File: src/rtl/rr_arb_mux_pkg.sv
// rr_mux_pkg: shared mode encodings, default parameters and pointer wrap helper
package rr_mux_pkg;
  localparam logic MODE_RR = 1'b0;
  localparam logic MODE_FIXED = 1'b1;
  localparam int DEF_WIDTH = 8;
  localparam int DEF_CHANNELS = 4;
  function automatic int unsigned ptr_inc(input int unsigned p, input int unsigned n);
    return (p + 1 >= n) ? 0 : p + 1;
  endfunction
endpackage

File: src/rtl/rr_arb_mux_if.sv
// rr_arb_mux_if: producer/consumer bundle; master drives inputs, slave is the mux
interface rr_arb_mux_if import rr_mux_pkg::*; #(
  parameter int WIDTH = DEF_WIDTH,
  parameter int CHANNELS = DEF_CHANNELS
);
  localparam int SELW = $clog2(CHANNELS);
  logic [CHANNELS*WIDTH-1:0] in_data;
  logic [CHANNELS-1:0] in_valid;
  logic [CHANNELS-1:0] in_last;
  logic [CHANNELS-1:0] in_ready;
  logic mode;
  logic [WIDTH-1:0] out_data;
  logic [SELW-1:0] out_sel;
  logic out_valid;
  logic out_ready;
  modport master (
    output in_data, in_valid, in_last, mode, out_ready,
    input in_ready, out_data, out_sel, out_valid
  );
  modport slave (
    input in_data, in_valid, in_last, mode, out_ready,
    output in_ready, out_data, out_sel, out_valid
  );
endinterface

File: src/rtl/rr_arb_mux_arbiter.sv
// rr_arbiter: combinational round-robin / fixed-priority grant with one-hot and encoded outputs
module rr_arbiter import rr_mux_pkg::*; #(
  parameter int CHANNELS = DEF_CHANNELS,
  localparam int SELW = $clog2(CHANNELS)
) (
  input  logic [CHANNELS-1:0] req,
  input  logic [SELW-1:0]     ptr,
  input  logic                mode,
  output logic [CHANNELS-1:0] gnt,
  output logic [SELW-1:0]     idx,
  output logic                any_gnt
);
  function automatic logic [SELW-1:0] scan_ch(input int i, input logic [SELW-1:0] p, input logic m);
    int s = int'(p) + i;
    return SELW'((m == MODE_FIXED) ? i : (s >= CHANNELS ? s - CHANNELS : s));
  endfunction
  // scan backwards so the earliest channel in scan order is the last one written
  always_comb begin
    idx = '0;
    any_gnt = 1'b0;
    for (int i = CHANNELS - 1; i >= 0; i--) begin
      if (req[scan_ch(i, ptr, mode)]) begin
        idx = scan_ch(i, ptr, mode);
        any_gnt = 1'b1;
      end
    end
  end
  assign gnt = {{(CHANNELS-1){1'b0}}, any_gnt} << idx;
endmodule

File: src/rtl/rr_arb_mux.sv
// rr_arb_mux: arbitrated N-channel mux into a one-entry output register
// RRMUX_HOLD_EN: lock the grant to one channel until its in_last beat
module rr_arb_mux import rr_mux_pkg::*; #(
  parameter int WIDTH = DEF_WIDTH,
  parameter int CHANNELS = DEF_CHANNELS,
  localparam int SELW = $clog2(CHANNELS)
) (
  input logic clk,
  input logic rst_n,
  rr_arb_mux_if.slave bus
);
  logic [SELW-1:0] ptr_q, ptr_d, out_sel_q, out_sel_d, g_idx;
  logic [WIDTH-1:0] out_data_q, out_data_d;
  logic out_valid_q, out_valid_d, any_gnt, xfer;
  logic [CHANNELS-1:0] req, gnt;
`ifdef RRMUX_HOLD_EN
  logic lock_q, lock_d;
  logic [SELW-1:0] lock_ch_q, lock_ch_d;
  assign req = lock_q ? bus.in_valid & (CHANNELS'(1) << lock_ch_q) : bus.in_valid;
`else
  logic unused_last;
  assign unused_last = ^bus.in_last;
  assign req = bus.in_valid;
`endif
  rr_arbiter #(.CHANNELS(CHANNELS)) u_arb (
    .req(req),
    .ptr(ptr_q),
    .mode(bus.mode),
    .gnt(gnt),
    .idx(g_idx),
    .any_gnt(any_gnt)
  );
  // rst_n gates ready so no producer sees a handshake while held in reset
  assign xfer = any_gnt && (!out_valid_q || bus.out_ready) && rst_n;
  assign bus.in_ready = xfer ? gnt : '0;
  assign bus.out_data = out_data_q;
  assign bus.out_sel = out_sel_q;
  assign bus.out_valid = out_valid_q;
  always_comb begin
    out_valid_d = xfer || (out_valid_q && !bus.out_ready);
    out_data_d = xfer ? bus.in_data[g_idx*WIDTH +: WIDTH] : out_data_q;
    out_sel_d = xfer ? g_idx : out_sel_q;
    ptr_d = (xfer && bus.mode == MODE_RR) ? SELW'(ptr_inc(32'(g_idx), CHANNELS)) : ptr_q;
`ifdef RRMUX_HOLD_EN
    lock_d = xfer ? !bus.in_last[g_idx] : lock_q;
    lock_ch_d = xfer ? g_idx : lock_ch_q;
`endif
  end
  always_ff @(posedge clk or negedge rst_n) begin
    if (!rst_n) begin
      ptr_q <= '0;
      out_sel_q <= '0;
      out_data_q <= '0;
      out_valid_q <= 1'b0;
`ifdef RRMUX_HOLD_EN
      lock_q <= 1'b0;
      lock_ch_q <= '0;
`endif
    end else begin
      ptr_q <= ptr_d;
      out_sel_q <= out_sel_d;
      out_data_q <= out_data_d;
      out_valid_q <= out_valid_d;
`ifdef RRMUX_HOLD_EN
      lock_q <= lock_d;
      lock_ch_q <= lock_ch_d;
`endif
    end
  end
endmodule

File: src/flat_wrapper.sv
// flat-port wrapper written by rule: the top's interface ports become plain ports
module rr_arb_mux_flat import rr_mux_pkg::*;
#(
  parameter int WIDTH = DEF_WIDTH,
  parameter int CHANNELS = DEF_CHANNELS,
  localparam int SELW = $clog2(CHANNELS)
)
  (clk, rst_n, bus_in_data, bus_in_valid, bus_in_last, bus_mode, bus_out_ready, bus_in_ready, bus_out_data, bus_out_sel, bus_out_valid);
  rr_arb_mux_if #(.WIDTH(WIDTH), .CHANNELS(CHANNELS)) bus_i ();
  input logic clk;
  input logic rst_n;
  input wire logic [$bits(bus_i.in_data)-1:0] bus_in_data;
  input wire logic [$bits(bus_i.in_valid)-1:0] bus_in_valid;
  input wire logic [$bits(bus_i.in_last)-1:0] bus_in_last;
  input wire logic [$bits(bus_i.mode)-1:0] bus_mode;
  input wire logic [$bits(bus_i.out_ready)-1:0] bus_out_ready;
  output wire logic [$bits(bus_i.in_ready)-1:0] bus_in_ready;
  output wire logic [$bits(bus_i.out_data)-1:0] bus_out_data;
  output wire logic [$bits(bus_i.out_sel)-1:0] bus_out_sel;
  output wire logic [$bits(bus_i.out_valid)-1:0] bus_out_valid;
  assign bus_i.in_data = bus_in_data;
  assign bus_i.in_valid = bus_in_valid;
  assign bus_i.in_last = bus_in_last;
  assign bus_i.mode = bus_mode;
  assign bus_i.out_ready = bus_out_ready;
  assign bus_in_ready = bus_i.in_ready;
  assign bus_out_data = bus_i.out_data;
  assign bus_out_sel = bus_i.out_sel;
  assign bus_out_valid = bus_i.out_valid;
  rr_arb_mux #(.WIDTH(WIDTH), .CHANNELS(CHANNELS)) u_core (.clk(clk), .rst_n(rst_n), .bus(bus_i));
endmodule
File: config.mk
export PLATFORM = sky130hd
export DESIGN_NAME = rr_arb_mux_flat
export DESIGN_NICKNAME = d
export VERILOG_FILES = /design/src/rtl/rr_arb_mux_pkg.sv /design/src/rtl/rr_arb_mux_if.sv /design/src/rtl/rr_arb_mux_arbiter.sv /design/src/rtl/rr_arb_mux.sv /design/src/flat_wrapper.sv
export SDC_FILE = /design/constraint.sdc
export NUM_CORES = 1
export LEC_CHECK = 0
export ABC_AREA = 1
export BUFFER_PORTS_ARGS = -buffer_cell sky130_fd_sc_hd__buf_2
export CAP_MARGIN = 40
export CORE_ASPECT_RATIO = 0.75
export CORE_MARGIN = 2
export CORE_UTILIZATION = 46
export CTS_CLUSTER_DIAMETER = 50
export CTS_CLUSTER_SIZE = 14
export DETAILED_ROUTE_END_ITERATION = 10
export PLACE_DENSITY = 0.86
export SYNTH_ARGS = -nofsm -noshare
export SYNTH_HDL_FRONTEND = slang
export SYNTH_HIERARCHICAL = 1
export SYNTH_SLANG_ARGS = --single-unit
File: constraint.sdc
create_clock -name clk -period 1.85 [get_ports clk]
set_input_delay 0.0925 -clock clk [delete_from_list [all_inputs] [get_ports clk]]
set_output_delay 0.0925 -clock clk [all_outputs]
set_load 0.02 [all_outputs]
=== Word level (Yosys, flattened, before mapping) ===
Cells that the tools add are included.

* $add $sub $neg: 8
* Order comparisons: 9
* Shift operators: 2
* Mux-type cells: 26
* Bitwise operators: 1
* Reductions and logical operators: 8

{| class="wikitable"
|+ Operators by type and width
! operator !! count
|-
| 32-bit by 6-bit variable part select with 8-bit output || 1
|-
| 2-bit two-way mux || 13
|-
| 3-bit >= comparator (second input constant) || 4
|-
| 2-bit by 3-bit less-than comparator with 1-bit output (second input constant) || 4
|-
| 1-bit binary-select mux with 2-bit select || 4
|-
| 1-bit two-way mux || 8
|-
| 2-bit by 1-bit subtractor with 2-bit output (second input constant) || 4
|-
| 2-bit by 1-bit adder with 3-bit output (second input constant) || 2
|-
| 2-bit by 2-bit adder with 3-bit output (second input constant) || 2
|-
| 1-bit logical AND || 4
|-
| 4-bit two-way mux || 1
|-
| 1-bit by 2-bit left shift with 4-bit output || 1
|-
| 2-bit by 3-bit >= comparator with 1-bit output (second input constant) || 1
|-
| 1-bit logical NOT || 2
|-
| 1-bit logical OR || 2
|-
| 1-bit inverter || 1
|}

* Register bits: 13
* Bits of input ports: 44
* Output and inout port bits: 15
* Word-level logic and storage cells: 58

=== Depth between registers and ports, before layout ===
* Depth after elaboration: 13
* Depth in mapped cells: 17

=== By module ===
Netlist, hierarchy kept.

{| class="wikitable"
|+ Modules (own cells, without submodules)
! module !! instances !! cells an instance !! area an instance (µm²) !! seq. area each (µm²)
|-
| rr_arb_mux || 1 || 161 || 975.9 || 325.3
|-
| rr_arbiter || 1 || 54 || 252.7 || 0.0
|}

=== Worst setup path before layout ===
No wires, ideal clock.

* Kind: reg-to-reg
* From: reg u_core.ptr_q[0]
* To: reg u_core.out_data_q[6] (netlist: u_core/bus.out_data[6])
* Library setup time: 116 ps
* Arrival time: 1,576 ps
* Data required time: 1,734 ps
* Setup slack: 157 ps
* Cell stages (with the launch flop): 18
* Path buffers: 2
* Period minus slack after synthesis: 1,693 ps
* Cells stage by stage: dfrtp_1 -> inv_2 -> nor2_2 -> nand2_1 -> nand2_2 -> nand2_1 -> nand3_2 -> nand2_1 -> nand2_1 -> nand2_2 -> buf_6 -> inv_6 -> buf_8 -> nand2_1 -> nand3_1 -> nand2_1 -> nand2_1 -> nand2_1

* Elaborated cells between the ends (all ways): 38
* Classes of those cells: 7 x add/sub; 4 x order compare; 1 x shift; 24 x mux; 2 x reduce/logical

{| class="wikitable"
|+ RTL lines
! element !! line !! text
|-
| from (decl) || rr_arb_mux.sv:12 || <nowiki>logic [SELW-1:0] ptr_q, ptr_d, out_sel_q, out_sel_d, g_idx;</nowiki>
|-
| from (signal assigned) || rr_arb_mux.sv:60 || <nowiki>ptr_q <= ptr_d;</nowiki>
|-
| 2-bit by 2-bit adder with 3-bit output || rr_arb_mux_arbiter.sv:14 || <nowiki>int s = int'(p) + i;</nowiki>
|-
| 3-bit >= comparator or 2-bit by 1-bit subtractor with 2-bit output (tied branches) || rr_arb_mux_arbiter.sv:15 || <nowiki>return SELW'((m == MODE_FIXED) ? i : (s >= CHANNELS ? s - CHANNELS : s));</nowiki>
|-
| 2-bit two-way mux (2 in series) || rr_arb_mux_arbiter.sv:15 ||
|-
| 1-bit binary-select mux with 2-bit select || rr_arb_mux_arbiter.sv:22 || <nowiki>if (req[scan_ch(i, ptr, mode)]) begin</nowiki>
|-
| 1-bit two-way mux (not written as such) || rr_arb_mux_arbiter.sv:22 ||
|-
| 2-bit two-way mux (3 in series) || rr_arb_mux_arbiter.sv:22 ||
|-
| 2-bit two-way mux (*) || rr_arb_mux_arbiter.sv:22 ||
|-
| net u_core.g_idx[0] || rr_arb_mux.sv:12 ||
|-
| 32-bit by 6-bit variable part select with 8-bit output (*) || rr_arb_mux.sv:41 || <nowiki>out_data_d = xfer ? bus.in_data[g_idx*WIDTH +: WIDTH] : out_data_q;</nowiki>
|-
| to (signal assigned) || rr_arb_mux.sv:62 || <nowiki>out_data_q <= out_data_d;</nowiki>
|-
| to (decl) || rr_arb_mux.sv:13 || <nowiki>logic [WIDTH-1:0] out_data_q, out_data_d;</nowiki>
|}

The timed path passes the listed nets; every way through them passes the cells marked *. The select of a mux whose other input is x is not followed.
A chain may end at the register's enable or synchronous reset.

=== Worst setup path in the final report ===
* From: reg u_core.ptr_q[0]
* To: out bus_in_ready[2]

* Elaborated cells between the ends (all ways): 39
* Classes of those cells: 7 x add/sub; 4 x order compare; 1 x shift; 25 x mux; 2 x reduce/logical

{| class="wikitable"
|+ RTL lines
! element !! line !! text
|-
| 2-bit by 2-bit adder with 3-bit output || rr_arb_mux_arbiter.sv:14 ||
|-
| 3-bit >= comparator or 2-bit by 1-bit subtractor with 2-bit output (tied branches) || rr_arb_mux_arbiter.sv:15 ||
|-
| 2-bit two-way mux (2 in series) || rr_arb_mux_arbiter.sv:15 ||
|-
| 1-bit binary-select mux with 2-bit select || rr_arb_mux_arbiter.sv:22 ||
|-
| 1-bit two-way mux (not written as such) || rr_arb_mux_arbiter.sv:22 ||
|-
| 2-bit two-way mux (3 in series) || rr_arb_mux_arbiter.sv:22 ||
|-
| 2-bit two-way mux (*) || rr_arb_mux_arbiter.sv:22 ||
|-
| net u_core.g_idx[1] || rr_arb_mux.sv:12 ||
|-
| 1-bit by 2-bit left shift with 4-bit output (*) || rr_arb_mux_arbiter.sv:28 || <nowiki>assign gnt = {{(CHANNELS-1){1'b0}}, any_gnt} << idx;</nowiki>
|-
| net u_core.gnt[2] || rr_arb_mux.sv:15 || <nowiki>logic [CHANNELS-1:0] req, gnt;</nowiki>
|-
| 4-bit two-way mux (*) || rr_arb_mux.sv:35 || <nowiki>assign bus.in_ready = xfer ? gnt : '0;</nowiki>
|-
| to (decl) || flat_wrapper.sv:17 || <nowiki>output wire logic [$bits(bus_i.in_ready)-1:0] bus_in_ready;</nowiki>
|}

Marked as above.

==> qor.csv <==
stage,metric,value,unit
run_status,outcome,finished with violations,
run_status,failing checks,negative setup slack,
routing,DR iter-0 viols,53,
power,sequential share of power,0.210,
routing,DRT antenna net count,0,
timing,Final Cycle Share,1.07,
power,sw power,1.26,mW
global_routing,initial antenna violation count,0,
timing,Hold Slack,82.9,ps
timing,unrepaired setup endpoints after global routing,yes,
layout,fin nets,323,
routing,Vias/cell,4.62,
min_path,Hold Path Class,in -> reg,
global_routing,first-pass GRT wire length,5.32,mm
timing,Worst slew margin,0.642,
timing,max-slew violations,0,
placement,Port Buffer Count,54,
critical_path,slowest CP cell,dfrtp_2,
yosys,Netlist Area Pre-Place,1230,sq um
yosys,share of the synthesized area in the top cell type,0.265,
critical_path,"Max FO, Critical Path",6,
yosys,synth unique cells,20,
timing,final setup violation count,14,
timing,Clock Skew,2.02,ps
global_routing,largest net degree at the start of global routing,18,
clock_network,H-tree levels,1,
die,Die Y,48.8,microns
clock_network,CTS Buf Count,3,
critical_path,Worst Path Required,1760,ps
routing,routed length per instance,10.5,microns
clock_network,clk slew on worst S/H paths,80,ps
layout,share of post-route cells with drive strength above 1,0.448,
critical_path,FF-to-FF setup slack,-120,ps
routing,routed via count,1447,
global_routing,gr ovfl total,0,
routing,final WL,3.30,mm
layout,fin cells,313,
power,P_int,1.15,mW
critical_path,Worst Reg2Reg Path Length in Cells,14,
placement,Inst Count DP,303,
power,maximum VDD drop,634,uV
routing,drt drc,0,
layout,"commonest non-fill, non-tap cell in the layout",nand2_1,
clock_network,CTS tree,built,
yosys,Post-Synthesis Cells,215,
timing,Worst-Margin Slew,536,ps
critical_path,r2r startpoint,u_core/ptr_q[0]$_DFFE_PN0P_,
clock_network,worst skew pair latency,270,ps
yosys,largest area contributor in the netlist,dfrtp_1,
yosys,Yosys reg bits,13,
die,num ports,59,
critical_path,CP peak stage delay,460,ps
clock_network,Max Buffers Root-to-Sink,2,
placement,DPL Wire Length,2.29,mm
min_path,Hold EP,u_core/bus.out_valid$_DFF_PN0_,
power,Gate power share,0.719,
min_path,Hold Path Stages,4,
power,Clock power frac,0.071,
die,Core Rows,16,
timing,FMAX,507,MHz
layout,most frequent cells in the layout,"nand2_1, buf_2, inv_1",
critical_path,CP startpoint kind,flip-flop,
critical_path,R2R Path End,u_core/bus.out_data[3]$_DFFE_PN0P_,
die,die area,3100,sq um
timing,final hold viol count,0,
timing,setup ws final,-124,ps
critical_path,Critical Path End Type,output port,
power,Leak Pwr,1.09,nW
die,Die Width,63.7,microns
layout,# diodes,0,
routing,drt pass-1 iters,4,
clock_network,clock sinks,13,
clock_network,clk root buf,clkbuf_4,
flow_run,max cap viols,0,
yosys,Yosys warning count,6,
yosys,Mapped Nets,260,
yosys,"Seq/Total Area, Yosys",0.265,
layout,Fill cells,223,
yosys,Synth area leaders,"dfrtp_1, nand2_1, inv_1",
global_routing,GRT Overall Usage,0.212,
placement,routability-driven placement congestion ratio,0.856,
global_routing,vias in the first global route,1339,
layout,"Core Util, Final",0.677,
critical_path,"Arr. time, crit path",1880,ps
critical_path,Setup CP Type,reg -> out,
power,Power Density,1380,nW/um^2
yosys,Synth Area per Inst,5.71,sq um
critical_path,CP most frequent cell,inv_2,
power,switching share of power,0.524,
die,Initial Util,0.476,
layout,Layout area overhead,42.3,%
timing,post-route minimum period,1970,ps
min_path,min-delay src,bus_out_ready,
die,core area,2580,sq um
critical_path,CP cell instances,inv_2 -> nand2_1 -> nand3_2 -> inv_2 -> o21ai_1 -> nand2_1 -> nand2_2 -> nand2_4 -> inv_2 -> nor2_2 -> inv_1 -> nor2_1 -> buf_4,
## registers in the layout (all words and copies together) (netlist names)
| name | flops |
|---|---|
| u_core/bus.out_data | 8 |
| u_core/bus.out_sel | 2 |
| u_core/ptr_q | 2 |
| u_core/bus.out_valid | 1 |
## synth_stat cells
cell       n
a21oi_1    1
buf_2      2
buf_4      2
buf_6      1
buf_8      1
clkinv_1   3
dfrtp_1   13
ha_1       1
inv_1     32
inv_2     17
inv_6      1
nand2_1   82
nand2_2   14
nand3_1   23
nand3_2    3
nand4_1    1
nor2_1     9
nor2_2     4
o21ai_0    1
o21ai_1    4
## kinds of logic after synthesis
family / synth area share
DFF: 0.265
and+or+nand+nor: 0.493
adders and majority gates: 0.0102
buffers and inverters: 0.208
AOI/OAI and AO/OA: 0.0244
## critical path: cells and delay by family (launching register included)
family / cells / cell delay, ps
buffers and inverters: 5 / 470
AND/OR/NAND/NOR: 7 / 520
AO/OA/AOI/OAI: 1 / 170
flip-flops: 1 / 460
## stage by stage
stage	setup slack (ps)	instance area [sq um]	power (mW)	TNS [ps]
2_1_floorplan	157	1230	1.59	0
3_3_place_gp	28.3	1540	1.88	0
3_5_place_dp	-22.5	1540	1.92	-27.2
4_1_cts	-54.3	1660	2.24	-258
5_1_grt	-252	1750	2.61	-2820
6_report	-124	1750	2.41	-1180
## worst max-delay path by stage
| stage | startpoint | end | slack, ps | depth (start not counted) |
|---|---|---|---|---|
| floorplan | u_core/ptr_q[0]$_DFFE_PN0P_ | u_core/bus.out_data[6]$_DFFE_PN0P_ | 160 | 17 |
| global placement | u_core/ptr_q[0]$_DFFE_PN0P_ | u_core/bus.out_data[2]$_DFFE_PN0P_ | 30 | 14 |
| detailed placement | u_core/ptr_q[0]$_DFFE_PN0P_ | u_core/bus.out_data[3]$_DFFE_PN0P_ | -20 | 15 |
| CTS | u_core/ptr_q[0]$_DFFE_PN0P_ | bus_in_ready[2] | -50 | 13 |
| global route | u_core/ptr_q[0]$_DFFE_PN0P_ | bus_in_ready[1] | -250 | 12 |
| finish | u_core/ptr_q[0]$_DFFE_PN0P_ | bus_in_ready[2] | -120 | 13 |
## layer usage
layer  share of wire  GRT usage  up-vias  wire [microns]
met2            0.50      0.393       61            1660
met3           0.068     0.0372       11             225
met1            0.40      0.253      627            1330
met5               0          0        -               0
li1                -          -      748               -
met4           0.026     0.0507        0              85
## final cells by class
class / count / area, sq um / share of cell area
clock buffers: 3 / 22.5 / 0.0129
clock inverters: 1 / 5.00 / 0.00286
inverters: 53 / 211 / 0.121
multi-input cells: 143 / 767 / 0.439
flip-flops and latches: 13 / 327 / 0.187
well taps: 36 / 45.0 / 0.0258
repair buffers: 64 / 370 / 0.212
## repair_timing
item / CTS / global route
gates resized for setup: 17 / 20
hold buffers: 1 / 0
pin swaps: 9 / 17
setup endpoints to repair: 9 / 14
hold endpoints to repair: 13 / 0
setup buffers: 4 / 1
gates cloned: 0 / 0
## power by group through the flow
| stage | combinational [mW] | sequential [mW] | clock, mW |
|---|---|---|---|
| 3_5_place_dp | 1.42 | 0.498 | 0 |
| 5_1_grt | 1.90 | 0.524 | 0.192 |
| 4_1_cts | 1.56 | 0.505 | 0.176 |
| 2_1_floorplan | 0.962 | 0.625 | 0 |
| 3_3_place_gp | 1.38 | 0.499 | 0 |
| 6_report | 1.73 | 0.507 | 0.170 |
Note: power is estimated with default switching activity, not from simulation.
